### src/rtl/mc_ctrl_pkg.sv
// Shared codes for the multicycle RV32I control unit.
// State encoding, opcodes, ALU and mux select codes.
package mc_ctrl_pkg;

  typedef enum logic [3:0] {
    S_FETCH    = 4'd0,
    S_DECODE   = 4'd1,
    S_MEMADR   = 4'd2,
    S_MEMREAD  = 4'd3,
    S_MEMWB    = 4'd4,
    S_MEMWRITE = 4'd5,
    S_EXECUTER = 4'd6,
    S_EXECUTEI = 4'd7,
    S_ALUWB    = 4'd8,
    S_BEQ      = 4'd9,
    S_JAL      = 4'd10,
    S_TRAP     = 4'd11
  } state_t;

  localparam logic [6:0] OP_LW  = 7'b0000011;
  localparam logic [6:0] OP_SW  = 7'b0100011;
  localparam logic [6:0] OP_R   = 7'b0110011;
  localparam logic [6:0] OP_I   = 7'b0010011;
  localparam logic [6:0] OP_BEQ = 7'b1100011;
  localparam logic [6:0] OP_JAL = 7'b1101111;

  localparam logic [1:0] ALUOP_ADD = 2'b00;
  localparam logic [1:0] ALUOP_SUB = 2'b01;
  localparam logic [1:0] ALUOP_FN  = 2'b10;

  localparam logic [2:0] ALU_ADD = 3'b000;
  localparam logic [2:0] ALU_SUB = 3'b001;
  localparam logic [2:0] ALU_AND = 3'b010;
  localparam logic [2:0] ALU_OR  = 3'b011;
  localparam logic [2:0] ALU_SLT = 3'b101;

  localparam logic [1:0] RES_ALUOUT = 2'b00;
  localparam logic [1:0] RES_DATA   = 2'b01;
  localparam logic [1:0] RES_ALURES = 2'b10;

  localparam logic [1:0] SRCA_PC    = 2'b00;
  localparam logic [1:0] SRCA_OLDPC = 2'b01;
  localparam logic [1:0] SRCA_RD1   = 2'b10;

  localparam logic [1:0] SRCB_RD2  = 2'b00;
  localparam logic [1:0] SRCB_IMM  = 2'b01;
  localparam logic [1:0] SRCB_FOUR = 2'b10;

  localparam logic [1:0] IMM_I = 2'b00;
  localparam logic [1:0] IMM_S = 2'b01;
  localparam logic [1:0] IMM_B = 2'b10;
  localparam logic [1:0] IMM_J = 2'b11;

endpackage

### src/rtl/multicycle_control_alu_decoder.sv
// ALU operation decode from alu_op and the funct fields.
// opcode[5] separates R-type sub from I-type addi.
module alu_decoder
  import mc_ctrl_pkg::*;
(
  input  logic [1:0] alu_op,
  input  logic [2:0] funct3,
  input  logic       funct7b5,
  input  logic       op5,
  output logic [2:0] alu_control
);

  always_comb begin
    alu_control = ALU_ADD;
    unique case (1'b1)
      (alu_op == ALUOP_SUB): alu_control = ALU_SUB;
      (alu_op == ALUOP_FN): begin
        case (funct3)
          3'b000:  alu_control = (op5 & funct7b5) ? ALU_SUB : ALU_ADD;
          3'b010:  alu_control = ALU_SLT;
          3'b110:  alu_control = ALU_OR;
          3'b111:  alu_control = ALU_AND;
          default: alu_control = ALU_ADD;
        endcase
      end
      default: alu_control = ALU_ADD;
    endcase
  end

endmodule

### src/rtl/multicycle_control.sv
// Multicycle RV32I subset control FSM and main decode.
// Define MC_CTRL_ILLEGAL_TRAP_EN to trap on unsupported opcodes.
module multicycle_control
  import mc_ctrl_pkg::*;
#(
  parameter int OPW   = 7,
  parameter int ALUCW = 3
) (
  input  logic             clk,
  input  logic             rst,
  input  logic [OPW-1:0]   opcode,
  input  logic [2:0]       funct3,
  input  logic             funct7b5,
  input  logic             zero,
  output logic             pc_write,
  output logic             adr_src,
  output logic             mem_write,
  output logic             ir_write,
  output logic [1:0]       result_src,
  output logic [1:0]       alu_src_a,
  output logic [1:0]       alu_src_b,
  output logic [ALUCW-1:0] alu_control,
  output logic [1:0]       imm_src,
  output logic             reg_write,
  output logic             illegal_instr
);

  state_t     state;
  logic [1:0] alu_op;
  logic       branch;
  logic       pc_update;

  always_ff @(posedge clk) begin
    if (rst) begin
      state <= S_FETCH;
    end else begin
      case (state)
        S_FETCH: state <= S_DECODE;
        S_DECODE: begin
          unique case (1'b1)
            (opcode == OP_LW),
            (opcode == OP_SW):  state <= S_MEMADR;
            (opcode == OP_R):   state <= S_EXECUTER;
            (opcode == OP_I):   state <= S_EXECUTEI;
            (opcode == OP_JAL): state <= S_JAL;
            (opcode == OP_BEQ): state <= S_BEQ;
`ifdef MC_CTRL_ILLEGAL_TRAP_EN
            default:            state <= S_TRAP;
`else
            default:            state <= S_FETCH;
`endif
          endcase
        end
        S_MEMADR: begin
          if (opcode == OP_LW)
            state <= S_MEMREAD;
          else if (opcode == OP_SW)
            state <= S_MEMWRITE;
          else
            state <= S_FETCH;
        end
        S_MEMREAD:  state <= S_MEMWB;
        S_EXECUTER: state <= S_ALUWB;
        S_EXECUTEI: state <= S_ALUWB;
        S_JAL:      state <= S_ALUWB;
`ifdef MC_CTRL_ILLEGAL_TRAP_EN
        S_TRAP:     state <= S_TRAP;
`endif
        default:    state <= S_FETCH;
      endcase
    end
  end

  // Outputs are forced to zero while rst is held, whatever the state.
  always_comb begin
    adr_src    = 1'b0;
    mem_write  = 1'b0;
    ir_write   = 1'b0;
    result_src = RES_ALUOUT;
    alu_src_a  = SRCA_PC;
    alu_src_b  = SRCB_RD2;
    reg_write  = 1'b0;
    alu_op     = ALUOP_ADD;
    branch     = 1'b0;
    pc_update  = 1'b0;
    if (!rst) begin
      case (state)
        S_FETCH: begin
          ir_write   = 1'b1;
          alu_src_b  = SRCB_FOUR;
          result_src = RES_ALURES;
          pc_update  = 1'b1;
        end
        S_DECODE: begin
          alu_src_a = SRCA_OLDPC;
          alu_src_b = SRCB_IMM;
        end
        S_MEMADR: begin
          alu_src_a = SRCA_RD1;
          alu_src_b = SRCB_IMM;
        end
        S_MEMREAD: adr_src = 1'b1;
        S_MEMWB: begin
          result_src = RES_DATA;
          reg_write  = 1'b1;
        end
        S_MEMWRITE: begin
          adr_src   = 1'b1;
          mem_write = 1'b1;
        end
        S_EXECUTER: begin
          alu_src_a = SRCA_RD1;
          alu_op    = ALUOP_FN;
        end
        S_EXECUTEI: begin
          alu_src_a = SRCA_RD1;
          alu_src_b = SRCB_IMM;
          alu_op    = ALUOP_FN;
        end
        S_ALUWB: reg_write = 1'b1;
        S_BEQ: begin
          alu_src_a = SRCA_RD1;
          alu_op    = ALUOP_SUB;
          branch    = 1'b1;
        end
        S_JAL: begin
          alu_src_a = SRCA_OLDPC;
          alu_src_b = SRCB_FOUR;
          pc_update = 1'b1;
        end
        default: ;
      endcase
    end
  end

  assign pc_write = pc_update | (branch & zero);

  always_comb begin
    imm_src = IMM_I;
    if (!rst) begin
      unique case (1'b1)
        (opcode == OP_SW):  imm_src = IMM_S;
        (opcode == OP_BEQ): imm_src = IMM_B;
        (opcode == OP_JAL): imm_src = IMM_J;
        default:            imm_src = IMM_I;
      endcase
    end
  end

  logic [2:0] alu_ctl;

  alu_decoder u_alu_dec (
    .alu_op      (alu_op),
    .funct3      (funct3),
    .funct7b5    (funct7b5),
    .op5         (opcode[5]),
    .alu_control (alu_ctl)
  );

  assign alu_control = ALUCW'(alu_ctl);

`ifdef MC_CTRL_ILLEGAL_TRAP_EN
  assign illegal_instr = (state == S_TRAP);
`else
  assign illegal_instr = 1'b0;
`endif

endmodule

### config.mk
export PLATFORM = sky130hd
export DESIGN_NAME = multicycle_control
export DESIGN_NICKNAME = d
export VERILOG_FILES = /design/src/rtl/mc_ctrl_pkg.sv /design/src/rtl/multicycle_control_alu_decoder.sv /design/src/rtl/multicycle_control.sv
export SDC_FILE = /design/constraint.sdc
export NUM_CORES = 1
export LEC_CHECK = 0
export ABC_AREA = 1
export BUFFER_PORTS_ARGS = -buffer_cell sky130_fd_sc_hd__buf_2
export CAP_MARGIN = 20
export CELL_PAD_IN_SITES_DETAIL_PLACEMENT = 0
export CELL_PAD_IN_SITES_GLOBAL_PLACEMENT = 2
export CORE_MARGIN = 1
export CORE_UTILIZATION = 20
export CTS_BUF_LIST = sky130_fd_sc_hd__clkbuf_8 sky130_fd_sc_hd__clkbuf_16
export CTS_CLUSTER_SIZE = 24
export DETAILED_ROUTE_END_ITERATION = 10
export GPL_TIMING_DRIVEN = 0
export PLACE_DENSITY = 0.88
export SYNTH_ARGS = -nofsm -noshare
export SYNTH_HDL_FRONTEND = slang
export SYNTH_SLANG_ARGS = --single-unit
### constraint.sdc
create_clock -name clk -period 2.7 [get_ports clk]
set_input_delay 0.135 -clock clk [delete_from_list [all_inputs] [get_ports clk]]
set_output_delay 0.135 -clock clk [all_outputs]
set_load 0.01 [all_outputs]
Word level (Yosys, flattened, before mapping)
Index checks and enable logic that the tools add are counted.
{ "word_totals": {"out_inout_bits": 17, "in_bits": 14, "reg_bits": 4, "elab_cells": 65} }
{ "op_classes": {"bitwise_logic": 3, "muxes": 29, "n_eq_ne": 21, "n_reduce_logical": 11} }
{ "ops": {"columns": ["operator", "count"], "rows": [
  ["$pmux 4 s5", 2],
  ["$eq 4x3->1 const B", 4],
  ["$pmux 2 s2", 4],
  ["$eq 7x6->1 const B", 2],
  ["$eq 7x7->1 const B", 2],
  ["$mux 1", 13],
  ["$eq 4x4->1 const B", 3],
  ["$pmux 3 s4", 1],
  ["$reduce_or 2->1", 6],
  ["$mux 2", 5],
  ["$eq 4x2->1 const B", 2],
  ["$eq 7x2->1 const B", 1],
  ["$eq 7x5->1 const B", 1],
  ["$eq 3x3->1 const B", 2],
  ["$mux 3", 2],
  ["$pmux 2 s3", 1],
  ["$pmux 3 s2", 1],
  ["$reduce_or 3->1", 2],
  ["$eq 4x1->1 const B", 1],
  ["$logic_not 4->1", 1],
  ["$reduce_or 4->1", 1],
  ["$eq 3x2->1 const B", 1],
  ["$logic_not 3->1", 1],
  ["$and 1x1->1", 2],
  ["3 further kinds", 3]
]} }

Longest topological paths before layout
{ "logic_depth": {"depth_word": 6, "depth_mapped": 8, "ltp_nobuf": 8} }

By module
Synthesis repeated with hierarchy kept, for this count alone.
{ "hier_totals": {"cells_unflattened": 111, "hier_area_um2": 611.8} }
{ "modules_own_cells": {"columns": ["module", "cells_each", "instances", "area_each_um2", "seq_area_each_um2"], "rows": [
  ["multicycle_control", 94, 1, 526.8, 80.1],
  ["alu_decoder", 17, 1, 85.1, 0.0]
]} }

Worst setup path after synthesis
OpenSTA, ideal clock, no wires.
{ "synth_path": {"kind": "register to output", "from": "register state[2]", "to": "output alu_control[0]", "t_arrival_ps": 1229, "n_path_buf": 0, "path_stages_with_launch": 8, "slack_ps": 1336, "required_ps": 2565, "cell_sequence": "dfxtp_1 > inv_2 > nor2_1 > nand2_1 > nor2_1 > ha_1 > nand4_1 > a31oi_1"} }
{ "synth_between": {"elab_chain_len": 6, "elab_cells_between_ends": 9, "cone_classes": "5 x eq/ne; 3 x mux; 1 x reduce/logical"} }
{ "synth_rtl": {"columns": ["element", "line_no", "text"], "rows": [
  ["from (decl)", "multicycle_control.sv:28", "state_t state;"],
  ["from (signal assigned)", "multicycle_control.sv:35", "state <= S_FETCH;"],
  ["from (signal assigned)", "multicycle_control.sv:38", "S_FETCH: state <= S_DECODE;"],
  ["from (signal assigned)", "multicycle_control.sv:42", "(opcode == OP_SW): state <= S_MEMADR;"],
  ["$eq 4x3->1", "multicycle_control.sv:87", "case (state)"],
  ["$reduce_or 2->1 (no line)", null, null],
  ["$pmux 2 s2 *", "multicycle_control.sv:87", null],
  ["$mux 2 *", "multicycle_control.sv:86", "if (!rst) begin"],
  ["$eq 2x2->1 or $eq 2x1->1 (tied branches)", "multicycle_control_alu_decoder.sv:17, multicycle_control_alu_decoder.sv:16", null],
  ["$pmux 3 s2 *", "multicycle_control_alu_decoder.sv:15", "unique case (1'b1)"],
  ["to (decl)", "multicycle_control.sv:22", "output logic [ALUCW-1:0] alu_control,"]
]} }
Mark *: on every way between the ends. The rest lies on a longest branch, timed or not.

Final worst setup path
Ends and elaborated chain as after synthesis.

==> impl.org <==
** Finish
- Utilization of the core after routing :: between 30 and 40%
- The library cell used most frequently in the layout, excluding fill and tap cells, is sky130_fd_sc_hd__buf_2.
- Max reg flops :: 4
- The area growth from synthesis to layout is 39.4%.
- Antenna diode count :: 0
- The filler cells instantiated in the layout total 294.
- Leading cell types in the layout, fill and taps excluded :: sky130_fd_sc_hd__buf_2, sky130_fd_sc_hd__nand2_1, sky130_fd_sc_hd__nor2_1, sky130_fd_sc_hd__inv_1
- More flip-flops sit in one register than any other, and that register is state.
- Registers with the most flip-flops :: state x4
- In the final layout, the share of cells above drive strength 1 is 37.0%.
- For this run, the post-layout net count is about 150.

** Clock tree
- Clock tree synthesis inserted a total of 3 buffers.
- Clock tree buffer depth :: 2
- H-tree depth reported by CTS :: 1
- At the later pin of the worst-skew pair, clock insertion delay measures 0.22 ns.
- Clock sink total :: 4
- Buffers added to address setup during post-CTS repair amount to 0.
- Resized cells post-CTS :: 0
- Clock root buffer :: sky130_fd_sc_hd__clkbuf_8
- In this run, post-CTS hold repair placed 0 buffers.
- CTS clock-pin slew for the worst setup and hold paths :: 0.03 ns
- Clock tree from TritonCTS :: yes

** GRT
- Total GRT Usage :: about 11%
- The initial antenna violation count came to 0.
- For this run the aggregate overflow at the end of global routing stands at 0.
- Entering global routing, the biggest net connects 10 pins.
- The number of global-route vias before repair was 579.
- Global-route wire length before repair :: approximately 2200 µm

** Status
- Run status :: completed

** Detailed routing
- Routed via count divided by cell count :: 4.35
- The detailed router placed 718 vias in this run.
- In the routed design, unresolved DRC markers number 0.
- Final wirelength :: 1510 µm
- In this run the remaining antenna-violating nets after routing total 0.
- The detailed router finished its first iteration with 19 violations.
- Final routed wire length divided by cell count :: 9.18 µm
- The first detailed-routing pass took 4 iterations.

** Worst setup path
- Number of logic stages on the critical path including buffering :: 8
- Maximum fanout count along the critical path :: 4
- Counting cells, the worst reg-to-reg path comes to 4.
- Crit path buf inv count :: 2
- Family with the most delay on the worst path :: simple AND/OR/NAND/NOR gates
- The largest single stage delay on the critical path is 0.33 ns.
- STA classifies the critical path startpoint as a register.
- Data arrives at the worst endpoint at 1.62 ns.
- The slowest stage of the critical path is the sky130_fd_sc_hd__dfxtp_1 cell.
- Data required time at the worst endpoint :: about 2.6 ns
- The signal on the critical path passes through inv_2, nor2_1, nand2_1, nor2_1, ha_1, nand4_1, a31oi_1, buf_2.
- Critical Path End Type :: primary output
- The critical path is of the reg -> out type.
- The most numerous cell type found on the critical path is sky130_fd_sc_hd__nor2_1.

** Timing
- On the final layout, the worst clock skew is around 0.0019 ns.
- Time the worst path needs with I/O delays and setup :: ~1.8 ns
- Hold Fails Final Rpt :: 0
- PnR worst setup slack :: roughly 0.94 ns
- Achievable frequency :: 569 MHz
- Period utilization :: 65.1%
- The total count of max-transition violations in the final report came to 0.
- Setup violations remaining at the end of the flow were counted as 0.
- RSZ-0062 raised after global routing :: no
- Setup TNS Final :: 0 ns

** Power and ir drop
- Fraction of power consumed by sequential logic :: 25.9%
- Net switching is 26.9% of the power.
- IR analysis of the VDD net gives a maximum drop of 0.000150 V.
- Combinational logic burns 22.3% of the power.
- Clock power share :: 51.9%
- Design Power :: between 0.0002 and 0.00025 W
- Reported net switching power :: 0.0000652 W
- Cell area power density :: around 310 nW/µm²
- In this run the static leakage power is 0.439 nW.
- The internal portion of the total power is 0.000177 W.

** Yosys
- After synthesis, flip-flops and latches occupy 14.4% of the total area.
- After synthesis the cells add up to 556 µm².
- Number of synthesized flops with an enable pin :: 0
- The most used flip-flop cell after synthesis is sky130_fd_sc_hd__dfxtp_1.
- In the synthesized netlist, the number of instances is 104.
- For this run, the number of Yosys warnings is 0.
- Number of synthesized register bits :: 4
- After synthesis, the share of flip-flops with an asynchronous set or reset is 0%.
- Count of different cell masters after synthesis :: 23
- When the netlist entered floorplanning its net count stood at 120.
- Avg Inst Size Synth :: 5.34 µm²

** Die
- Die W :: 54.7 µm
- After floorplanning, the core was sized to cover 2540 µm².
- Area enclosed by the die boundary :: 2990 µm²
- In this run the count of I/O pins placed on the die edge is 31.
- The die is 54.7 µm tall.
- For this configuration, the core starts out at a cell density of 21.8%.
- Row generation in the floorplan step produced 18 rows.

** Hold path
- The path class of the tightest hold or removal check is in -> reg.
- The worst hold path was traced through 2 stages.

** Place
- Before CTS, the worst setup slack after placement is 1.16 ns.
- Detailed placement ended at an HPWL of 1260 µm.
- The congestion estimate from routability-driven global placement came to 0.806.
- Port-buffer cells :: 28

** Job
- Max Cap Violations :: 0
## synthesized netlist by cell type, drive strengths merged, types with 2 or more instances
| library cell | instances | area (µm²) |
|---|---|---|
| a21oi | 5 | 25.0 |
| buf | 2 | 12.5 |
| dfxtp | 4 | 80.1 |
| ha | 2 | 25.0 |
| inv | 21 | 78.8 |
| nand2 | 24 | 105 |
| nand3 | 10 | 50.1 |
| nand4 | 3 | 18.8 |
| nor2 | 22 | 92.6 |
| o21ai | 5 | 25.0 |
## metrics by stage
| stage | cells | hold slack (ns) | cell area [µm²] |
|---|---|---|---|
| after floorplan | 104 | 0.341 | 556 |
| after global placement | 162 | 0.466 | 733 |
| after detailed placement | 162 | 0.459 | 733 |
| after CTS | 165 | 0.231 | 774 |
| after global routing | 165 | 0.255 | 774 |
| final | 165 | 0.230 | 774 |
## worst paths after layout
kind              startpoint              to  slack (ns)
setup reg to reg    state[1]        state[1]        1.64
setup / recovery    state[2]  alu_control[0]        0.94
hold reg to reg     state[0]        state[1]        0.67
hold / removal           rst        state[3]        0.23
## power by group through the flow
stage	logic (W)	clock network, W	registers, W
floorplan	0.0000322	0	0.0000632
global placement	0.0000538	0	0.0000634
detailed placement	0.0000539	0	0.0000635
CTS	0.0000542	0.000128	0.0000627
global route	0.0000607	0.000138	0.0000629
finish	0.0000540	0.000126	0.0000628
## cells by family after synthesis
| kind of cell | after synthesis | share of synthesized area [%] |
|---|---|---|
| buf+inv | 23 | 16.4 |
| other cells | 1 | 0.675 |
| flops | 4 | 14.4 |
| simple gates | 61 | 51.1 |
| fa+ha+maj | 2 | 4.50 |
| compound gates | 13 | 12.8 |
## cell type report
class	count	area [µm²]	share of cell area, %
multi-input cells	77	384	49.6
repair buffers	28	140	18.1
flip-flops and latches	4	80.1	10.3
inverters	21	78.8	10.2
clock buffers	3	41.3	5.33
well taps	30	37.5	4.85
plain buffers	2	12.5	1.62
## layer usage
metal | track usage [%] | routed length (µm)
met5 | 0 | 0
met4 | 7.69 | 37
met3 | 3.33 | 96
met2 | 17.9 | 694
met1 | 11.9 | 686
No activity file was read; power rests on OpenSTA's default activity.
